**config.mk**
```make
export PLATFORM = sky130hd
export DESIGN_NAME = io_peripheral_v1
export DESIGN_NICKNAME = d
export VERILOG_FILES = /design/src/rtl/io_peripheral_v1_pkg.sv /design/src/rtl/io_peripheral_v1_debounce.sv /design/src/rtl/io_peripheral_v1.sv
export SDC_FILE = /design/constraint.sdc
export NUM_CORES = 1
export LEC_CHECK = 0
export CORE_MARGIN = 3
export CORE_UTILIZATION = 35
export CTS_CLUSTER_DIAMETER = 50
export DETAILED_ROUTE_END_ITERATION = 8
export GPL_ROUTABILITY_DRIVEN = 0
export PLACE_DENSITY_LB_ADDON = 0.15
export REMOVE_ABC_BUFFERS = 1
export SLEW_MARGIN = 15
export SYNTH_ARGS = -nofsm -noshare
export SYNTH_HDL_FRONTEND = slang
export SYNTH_SLANG_ARGS = --single-unit
```
**constraint.sdc**
```tcl
create_clock -name clk -period 5 [get_ports clk]
set_clock_uncertainty 0.2 [all_clocks]
set_input_delay 0.75 -clock clk [delete_from_list [all_inputs] [get_ports clk]]
set_output_delay 0.75 -clock clk [all_outputs]
set_load 0.05 [all_outputs]
```
**src/rtl/io_peripheral_v1_pkg.sv**
```systemverilog
// Shared register map, reset constants and seven-segment decode for io_peripheral_v1.
// Build macro consumed by the block: IO_PERIPH_DEBOUNCE_EN.
package io_periph_pkg_v1;

    localparam logic [4:0] OFF_SWITCH    = 5'h00;
    localparam logic [4:0] OFF_BTN_LEVEL = 5'h04;
    localparam logic [4:0] OFF_BTN_EVENT = 5'h08;
    localparam logic [4:0] OFF_HEX       = 5'h0C;
    localparam logic [4:0] OFF_DISP_CTRL = 5'h10;

    localparam logic [31:0] HEX_RST       = 32'h0000_0000;
    localparam logic [7:0]  DISP_CTRL_RST = 8'hFF;
    localparam logic [6:0]  SEG_BLANK     = 7'h7F;
    localparam logic [6:0]  SEG_RST       = 7'h40;

    // Active-low {g,f,e,d,c,b,a} pattern for one hex digit.
    function automatic logic [6:0] hex_to_seg(input logic [3:0] nib);
        logic [6:0] seg;
        case (nib)
            4'h0: seg = 7'h40;
            4'h1: seg = 7'h79;
            4'h2: seg = 7'h24;
            4'h3: seg = 7'h30;
            4'h4: seg = 7'h19;
            4'h5: seg = 7'h12;
            4'h6: seg = 7'h02;
            4'h7: seg = 7'h78;
            4'h8: seg = 7'h00;
            4'h9: seg = 7'h10;
            4'hA: seg = 7'h08;
            4'hB: seg = 7'h03;
            4'hC: seg = 7'h46;
            4'hD: seg = 7'h21;
            4'hE: seg = 7'h06;
            4'hF: seg = 7'h0E;
            default: seg = SEG_BLANK;
        endcase
        return seg;
    endfunction

endpackage

```
**src/rtl/io_peripheral_v1_debounce.sv**
```systemverilog
// One button: 2-flop synchronizer, plus a stability counter when IO_PERIPH_DEBOUNCE_EN is defined.
module debounce_v1
    import io_periph_pkg_v1::*;
#(
    parameter int unsigned DEBOUNCE_CYCLES = 32'd50000
) (
    input  logic clk,
    input  logic rst,
    input  logic raw,
    output logic level
);

    logic meta_r;
    logic sync_r;

    if (DEBOUNCE_CYCLES < 32'd1) begin : g_bad_cfg
        $error("debounce_v1: DEBOUNCE_CYCLES must be at least 1");
    end

    // Two-stage synchronizer for the asynchronous button input.
    always_ff @(posedge clk or negedge rst) begin
        if (!rst) begin
            meta_r <= 1'b0;
            sync_r <= 1'b0;
        end else begin
            meta_r <= raw;
            sync_r <= meta_r;
        end
    end

`ifdef IO_PERIPH_DEBOUNCE_EN
    localparam int unsigned CW = $clog2(DEBOUNCE_CYCLES + 32'd1);

    logic [CW-1:0] cnt_r;
    logic          db_r;

    // Accept a new level only after it has differed from the current one for DEBOUNCE_CYCLES cycles.
    always_ff @(posedge clk or negedge rst) begin
        if (!rst) begin
            cnt_r <= {CW{1'b0}};
            db_r  <= 1'b0;
        end else if (sync_r != db_r) begin
            if (cnt_r == CW'(DEBOUNCE_CYCLES - 32'd1)) begin
                db_r  <= sync_r;
                cnt_r <= {CW{1'b0}};
            end else begin
                cnt_r <= cnt_r + CW'(32'd1);
            end
        end else begin
            cnt_r <= {CW{1'b0}};
        end
    end

    assign level = db_r;
`else
    assign level = sync_r;
`endif

endmodule

```
**src/rtl/io_peripheral_v1.sv**
```systemverilog
// Memory-mapped switches / buttons / seven-segment peripheral in a 32-byte window.
// Build macro: IO_PERIPH_DEBOUNCE_EN enables the per-button debounce counters.
module io_peripheral_v1
    import io_periph_pkg_v1::*;
#(
    parameter logic [31:0] BASE_ADDR       = 32'hFFFF_0000,
    parameter int unsigned DEBOUNCE_CYCLES = 32'd50000
) (
    input  logic        clk,
    input  logic        rst,
    input  logic [31:0] addr,
    input  logic [31:0] wr_data,
    input  logic        wr_en,
    input  logic        rd_en,
    output logic [31:0] rd_data,
    output logic        rd_valid,
    input  logic [15:0] switch_array,
    input  logic        button0,
    input  logic        button1,
    input  logic        button2,
    input  logic        button3,
    output logic [6:0]  seg0,
    output logic [6:0]  seg1,
    output logic [6:0]  seg2,
    output logic [6:0]  seg3,
    output logic [6:0]  seg4,
    output logic [6:0]  seg5,
    output logic [6:0]  seg6,
    output logic [6:0]  seg7
);

    logic [15:0]     sw_meta_r;
    logic [15:0]     sw_sync_r;
    logic [3:0]      btn_raw_s;
    logic [3:0]      btn_db_s;
    logic [3:0]      btn_prev_r;
    logic [3:0]      btn_rise_s;
    logic [3:0]      btn_event_r;
    logic [3:0]      btn_event_nx_s;
    logic [31:0]     hex_r;
    logic [31:0]     hex_nx_s;
    logic [7:0]      disp_ctrl_r;
    logic [7:0]      disp_ctrl_nx_s;
    logic [31:0]     rd_mux_s;
    logic [31:0]     rd_data_r;
    logic            rd_valid_r;
    logic [7:0][6:0] seg_r;
    logic [7:0][6:0] seg_nx_s;
    logic            hit_s;
    logic            wr_hit_s;
    logic            rd_hit_s;
    logic [4:0]      off_s;

    assign hit_s      = (addr[31:5] == BASE_ADDR[31:5]) && (addr[1:0] == 2'b00);
    assign wr_hit_s   = wr_en && hit_s;
    assign rd_hit_s   = rd_en && hit_s;
    assign off_s      = addr[4:0];
    assign btn_raw_s  = {button3, button2, button1, button0};
    assign btn_rise_s = btn_db_s & ~btn_prev_r;

    for (genvar i = 0; i < 4; i++) begin : g_btn
        debounce_v1 #(
            .DEBOUNCE_CYCLES(DEBOUNCE_CYCLES)
        ) u_debounce (
            .clk  (clk),
            .rst  (rst),
            .raw  (btn_raw_s[i]),
            .level(btn_db_s[i])
        );
    end

    // Register next-state; a press edge always survives a same-cycle W1C.
    always_comb begin
        hex_nx_s       = hex_r;
        disp_ctrl_nx_s = disp_ctrl_r;
        btn_event_nx_s = btn_event_r | btn_rise_s;
        if (wr_hit_s) begin
            case (off_s)
                OFF_HEX:       hex_nx_s       = wr_data;
                OFF_DISP_CTRL: disp_ctrl_nx_s = wr_data[7:0];
                OFF_BTN_EVENT: btn_event_nx_s = (btn_event_r & ~wr_data[3:0]) | btn_rise_s;
                default: begin
                    hex_nx_s       = hex_r;
                    disp_ctrl_nx_s = disp_ctrl_r;
                end
            endcase
        end else begin
            hex_nx_s       = hex_r;
            disp_ctrl_nx_s = disp_ctrl_r;
        end
    end

    // Segments decoded from next-state so the registered digits track a store one cycle later.
    always_comb begin
        seg_nx_s = {8{SEG_RST}};
        for (int k = 0; k < 8; k++) begin
            if (disp_ctrl_nx_s[k]) begin
                seg_nx_s[k] = hex_to_seg(hex_nx_s[4*k +: 4]);
            end else begin
                seg_nx_s[k] = SEG_BLANK;
            end
        end
    end

    // Load data mux; unmapped offsets read as zero.
    always_comb begin
        rd_mux_s = 32'h0000_0000;
        case (off_s)
            OFF_SWITCH:    rd_mux_s = {16'h0000, sw_sync_r};
            OFF_BTN_LEVEL: rd_mux_s = {28'h000_0000, btn_db_s};
            OFF_BTN_EVENT: rd_mux_s = {28'h000_0000, btn_event_r};
            OFF_HEX:       rd_mux_s = hex_r;
            OFF_DISP_CTRL: rd_mux_s = {24'h00_0000, disp_ctrl_r};
            default:       rd_mux_s = 32'h0000_0000;
        endcase
    end

    // Architectural state, switch synchronizer and registered bus/segment outputs.
    always_ff @(posedge clk or negedge rst) begin
        if (!rst) begin
            sw_meta_r   <= 16'h0000;
            sw_sync_r   <= 16'h0000;
            btn_prev_r  <= 4'h0;
            btn_event_r <= 4'h0;
            hex_r       <= HEX_RST;
            disp_ctrl_r <= DISP_CTRL_RST;
            rd_data_r   <= 32'h0000_0000;
            rd_valid_r  <= 1'b0;
            seg_r       <= {8{SEG_RST}};
        end else begin
            sw_meta_r   <= switch_array;
            sw_sync_r   <= sw_meta_r;
            btn_prev_r  <= btn_db_s;
            btn_event_r <= btn_event_nx_s;
            hex_r       <= hex_nx_s;
            disp_ctrl_r <= disp_ctrl_nx_s;
            rd_valid_r  <= rd_hit_s;
            seg_r       <= seg_nx_s;
            if (rd_hit_s) begin
                rd_data_r <= rd_mux_s;
            end
        end
    end

    assign rd_data  = rd_data_r;
    assign rd_valid = rd_valid_r;
    assign seg0     = seg_r[0];
    assign seg1     = seg_r[1];
    assign seg2     = seg_r[2];
    assign seg3     = seg_r[3];
    assign seg4     = seg_r[4];
    assign seg5     = seg_r[5];
    assign seg6     = seg_r[6];
    assign seg7     = seg_r[7];

endmodule

```
Yosys cells after proc, flatten, opt, wreduce, memory -nomap -nowiden
Memories as Yosys holds them, arrays and structs flattened.
Cells that the tools add are included.
{"block": "op_classes", "addsub": 0, "n_mul": 0, "n_div": 0, "magnitude_cmp": 0, "eq_ne": 5, "n_shift": 0, "muxes": 15, "bitwise": 6, "n_reduce_logical": 5}
{"operator": "$pmux W32 S5", "count": 1}
{"operator": "$mux W32", "count": 2}
{"operator": "$mux W7", "count": 8}
{"operator": "$eq A27 B27 Y1 const B", "count": 1}
{"operator": "$mux W8", "count": 2}
{"operator": "$eq A5 B4 Y1 const B", "count": 2}
{"operator": "$and A4 B4 Y4", "count": 2}
{"operator": "$mux W4", "count": 2}
{"operator": "$not A4 Y4", "count": 2}
{"operator": "$or A4 B4 Y4", "count": 2}
{"operator": "$eq A5 B3 Y1 const B", "count": 1}
{"operator": "$eq A5 B5 Y1 const B", "count": 1}
{"operator": "$logic_not A5 Y1", "count": 1}
{"operator": "$logic_and A1 B1 Y1", "count": 3}
{"operator": "$logic_not A2 Y1", "count": 1}
{"block": "word_totals", "ff_bits": 177, "latch_bits": 0, "ram_bits": 0, "rom_bits": 896, "out_inout_bits": 89, "memories": 8}
{"name": "(name not given)", "depth": 16, "word_bits": 7, "rd": 1, "rd_ports_with_merged_regs": 0, "write_ports": 0, "line": "io_peripheral_v1_pkg.sv:19", "text": "case (nib)"}
{"name": "(name not given)", "depth": 16, "word_bits": 7, "rd": 1, "rd_ports_with_merged_regs": 0, "write_ports": 0, "line": "io_peripheral_v1_pkg.sv:19"}
{"name": "(name not given)", "depth": 16, "word_bits": 7, "rd": 1, "rd_ports_with_merged_regs": 0, "write_ports": 0, "line": "io_peripheral_v1_pkg.sv:19"}
{"name": "(name not given)", "depth": 16, "word_bits": 7, "rd": 1, "rd_ports_with_merged_regs": 0, "write_ports": 0, "line": "io_peripheral_v1_pkg.sv:19"}
{"name": "(name not given)", "depth": 16, "word_bits": 7, "rd": 1, "rd_ports_with_merged_regs": 0, "write_ports": 0, "line": "io_peripheral_v1_pkg.sv:19"}
{"name": "(name not given)", "depth": 16, "word_bits": 7, "rd": 1, "rd_ports_with_merged_regs": 0, "write_ports": 0, "line": "io_peripheral_v1_pkg.sv:19"}
{"name": "+2 memories"}

Longest topological paths before layout
An unclocked memory read counts as a cell.
{"block": "depth", "depth_word": 6, "mapped_depth": 11, "depth_no_buf": 9}

Hierarchy
A second synthesis with hierarchy kept.
{"block": "hier_totals", "cells_unflattened": 694, "area_unflattened_um2": 8291.7}
{"module": "io_peripheral_v1", "n_inst": 1, "cells_per_inst": 686, "area_per_inst_um2": 8091.5}
{"module": "debounce_v1", "n_inst": 4, "cells_per_inst": 2, "area_per_inst_um2": 50.0}

Least setup slack after synthesis
No wires, ideal clock.
{"block": "synth_timing", "kind": "in2reg", "from": "input port addr[6]", "to": "register seg_r, in the netlist seg0[6]", "t_arrival_ps": 3673, "path_slack_ps": 1043, "stages": 10, "n_path_buf": 2, "cell_sequence": "or4b_4 > nor4_4 > and4_4 > buf_12 > buf_6 > mux2i_1 > inv_1 > ha_1 > mux2_4 > a221o_1"}
{"element": "from (decl)", "line": "io_peripheral_v1.sv:11", "text": "input logic [31:0] addr,"}
{"element": "to (signal assigned)", "line": "io_peripheral_v1.sv:129", "text": "seg_r <= {8{SEG_RST}};"}
{"element": "to (signal assigned)", "line": "io_peripheral_v1.sv:138", "text": "seg_r <= seg_nx_s;"}
{"element": "to (decl)", "line": "io_peripheral_v1.sv:47", "text": "logic [7:0][6:0] seg_r;"}

==> results.txt <==
DP Area -> 0.01051 mm2
Port buffer count -> 176
Core Box Area -> 0.02292 mm2
Critical Path Sink Type -> flop
Syn Area/Cell -> 11.87 um2
# rows -> 55
Clk pwr share -> 46.6%
Crit path max fanout -> 26
Final setup fails -> 0
# diodes -> 0
Count leader, synth -> dfrtp_1
Status -> finished, final reports clean
Setup crit start kind -> input port
GR Overflow Total -> 0
P_leak -> 4.813 nW
Comb power frac -> 4.3%
Switch share -> 22.65%
CTS sink count -> 177
Crit-path slowest cell -> or4b_4
Global-route wire length before repair -> 34.97 mm
DRT antenna net count -> 0
Req. time, crit path -> 5110 ps
Antenna violations before repair -> 2
FILL cells -> 2,131
Synth area leader -> dfrtp_1
DPL Wire Length -> 15.52 mm
Routed WL per cell -> 17.89 um
Setup CP Type -> in -> reg
Final Hold Vio Count -> 0
GRT Overall Usage -> 17.38%
Die area -> 0.02551 mm2
Psw -> 0.6701 mW
Synth top cells by count -> dfrtp_1 (161), nand2_1 (85), mux2i_1 (80), ha_1 (56), inv_1 (42)
#FFs+latches synth -> 177
TritonCTS buffer count -> 17
Vias in the first global route -> 6,211
TritonCTS clock tree -> built
FF/Latch Area -> 0.004449 mm2
Internal power -> 2.288 mW
Slew margin rel. -> 32.97%
Synth top area share -> 48.71%
Met3 Usage GRT -> 5.214%
Die height -> 159.7 um
Seq pwr share -> 49.2%
Final min period -> 3978 ps
Post-synth EDFFs -> 0
Initial Util -> 36.10%
Chip width -> 159.7 um
Htree depth -> 4
Busiest grt layer -> met2
Multi-input gate area -> 0.003537 mm2
Clk_lat worst skew -> 430 ps
Via density per instance -> 4.945
Pwr Density -> 266.0 mW/mm2
Sum Neg Setup Slack -> 0 ps
Max Cap Viol -> 0
RSZ-0062 raised after global routing -> no
Area grow syn2layout -> 34.46%
Hold Path Class -> reg -> reg
Peak VDD IR -> 202.1 uV
Final slew viol count -> 0
Nets -> 1,039
Period utilisation layout -> 79.57%
Critical Path Max Stage Delay -> 550 ps
I/O pin count -> 177
Syn Inst Count -> 697
Post-CTS Hold Buffers -> 0
Register area share after synthesis -> 53.79%
Yosys cell types -> 53
Async SR Flop Fraction -> 100.0%
DRT iter0 DRCs -> 241
Final wirelength -> 21.84 mm
Share of post-route cells with drive strength above 1 -> 10.79%
DRC viols -> 0
Met2 usage -> 27.34%
Hold slack -> 147.5 ps
Longest Clk Path Bufs -> 2
Worst Tran Pin Value -> 997.8 ps
Final instance area -> 0.01112 mm2
Clock slew at reported path FFs -> 70 ps
Largest cells by area after synthesis -> dfrtp_1 (49%), mux2i_1 (9.7%), ha_1 (8.5%), dfstp_2 (5.1%), nand2_1 (3.9%)
Tot Pwr -> 2.958 mW
Fmax achieved -> 251.4 MHz
Ys flop type -> dfrtp_1
Met1 usage -> 23.14%
CP Data Arrival Time -> 4090 ps
Cell Area, Synth -> 0.008272 mm2
Pre-Repair DR Iteration Count -> 5
Crit-path cells -> clkdlybuf4s50_1 > or4b_4 > nor4_4 > and4_4 > buf_12 > mux2i_1 > inv_1 > ha_1 > o311ai_0
CTS Root Cell -> clkbuf_16
Postcts setup bufs -> 0
# resized after CTS -> 0
Largest net degree at the start of global routing -> 114
Yosys warnings -> 0
Via count -> 6,038
==> layout make-up <==
| type | count | area share [%] |
|---|---|---|
| Clock inverter | 14 | 1.519 |
| Inverter | 48 | 1.620 |
| Sequential cell | 177 | 40.00 |
| Tap cell | 313 | 3.521 |
| Multi-Input combinational cell | 453 | 31.80 |
| Clock buffer | 18 | 3.949 |
| Timing Repair Buffer | 198 | 17.58 |
==> metrics by stage <==
step | worst slack [ps] | std cells | utilization (%)
after floorplan | -23.90 | 678 | -
after global placement | 700.2 | 1189 | 45.88
after detailed placement | 598.9 | 1189 | 45.88
after CTS | 1056 | 1221 | 48.53
after global routing | 832.5 | 1221 | 48.53
final | 1022 | 1221 | 48.53
==> placed cells by master, fill, tap and decap left out, types with 8 or more instances in the layout <==
cell / netlist / routed
clkdlybuf4s50_1: 0 / 175
dfrtp_1: 161 / 161
nand2_1: 85 / 85
mux2i_1: 80 / 80
ha_1: 56 / 56
inv_1: 42 / 42
nor2b_1: 30 / 30
nand3_1: 29 / 29
o21ai_0: 24 / 24
o221ai_1: 22 / 22
buf_4: 1 / 20
clkbuf_16: 0 / 17
dfstp_2: 16 / 16
mux2_2: 15 / 15
a22oi_1: 12 / 12
o211ai_1: 10 / 10
o311ai_0: 8 / 8
==> layer usage <==
layer	vias up	routed length, um
li1	2902	-
met1	2936	10100
met2	171	9996
met3	25	1369
met4	4	348
met5	-	25
==> worst max-delay path, delay by kind of cell <==
kind	cells	cell delay, ps
compound gates	1	340
simple gates	3	1410
buf+inv	3	860
mux	1	440
fa+ha+maj	1	280
==> power groups by stage <==
| stage | sequential (mW) | clock [mW] | combinational, mW |
|---|---|---|---|
| CTS | 1.45 | 1.43 | 0.131 |
| detailed placement | 1.48 | 0 | 0.130 |
| finish | 1.45 | 1.38 | 0.126 |
| global placement | 1.48 | 0 | 0.130 |
| global route | 1.46 | 1.49 | 0.140 |
| floorplan | 1.48 | 0 | 0.0143 |
==> flip-flops by register name, indices dropped and copies added (netlist names) <==
register                 count
rd_valid                     1
seg3                         7
seg4                         7
sw_sync_r                   16
hex_r                       32
seg7                         7
seg2                         7
g_btn.u_debounce.meta_r      4
seg5                         7
rd_data                     32
seg0                         7
sw_meta_r                   16
disp_ctrl_r                  8
btn_prev_r                   4
btn_event_r                  4
seg6                         7
g_btn.u_debounce.level       4
seg1                         7
==> kinds of logic (layout without fill, tap and decap cells) <==
group                    after synthesis  after routing  synth area share [%]
buffers and inverters                 67            278                 3.600
adder cells (fa/ha/maj)               56             56                 8.471
flip-flops                           177            177                 53.79
AO/OA/AOI/OAI                        116            116                 10.57
AND/OR/NAND/NOR                      184            184                 11.39
multiplexers                          97             97                 12.18
==> final timing paths <==
check	startpoint	end	slack [ps]	cells past startpoint
setup / recovery	addr[6]	seg4[2]$_DFF_PN0_	1020	9
hold / removal	g_btn[0].u_debounce.meta_r$_DFF_PN0_	g_btn[0].u_debounce.level$_DFF_PN0_	150	0
setup reg to reg	hex_r[1]$_DFF_PN0_	seg0[6]$_DFF_PN1_	2780	5
hold reg to reg	g_btn[0].u_debounce.meta_r$_DFF_PN0_	g_btn[0].u_debounce.level$_DFF_PN0_	150	0
max in group asynchronous	rst	disp_ctrl_r[5]$_DFF_PN1_	3300	2
min in group asynchronous	rst	sw_sync_r[13]$_DFF_PN0_	250	1
(Power assumes the default switching activity.)
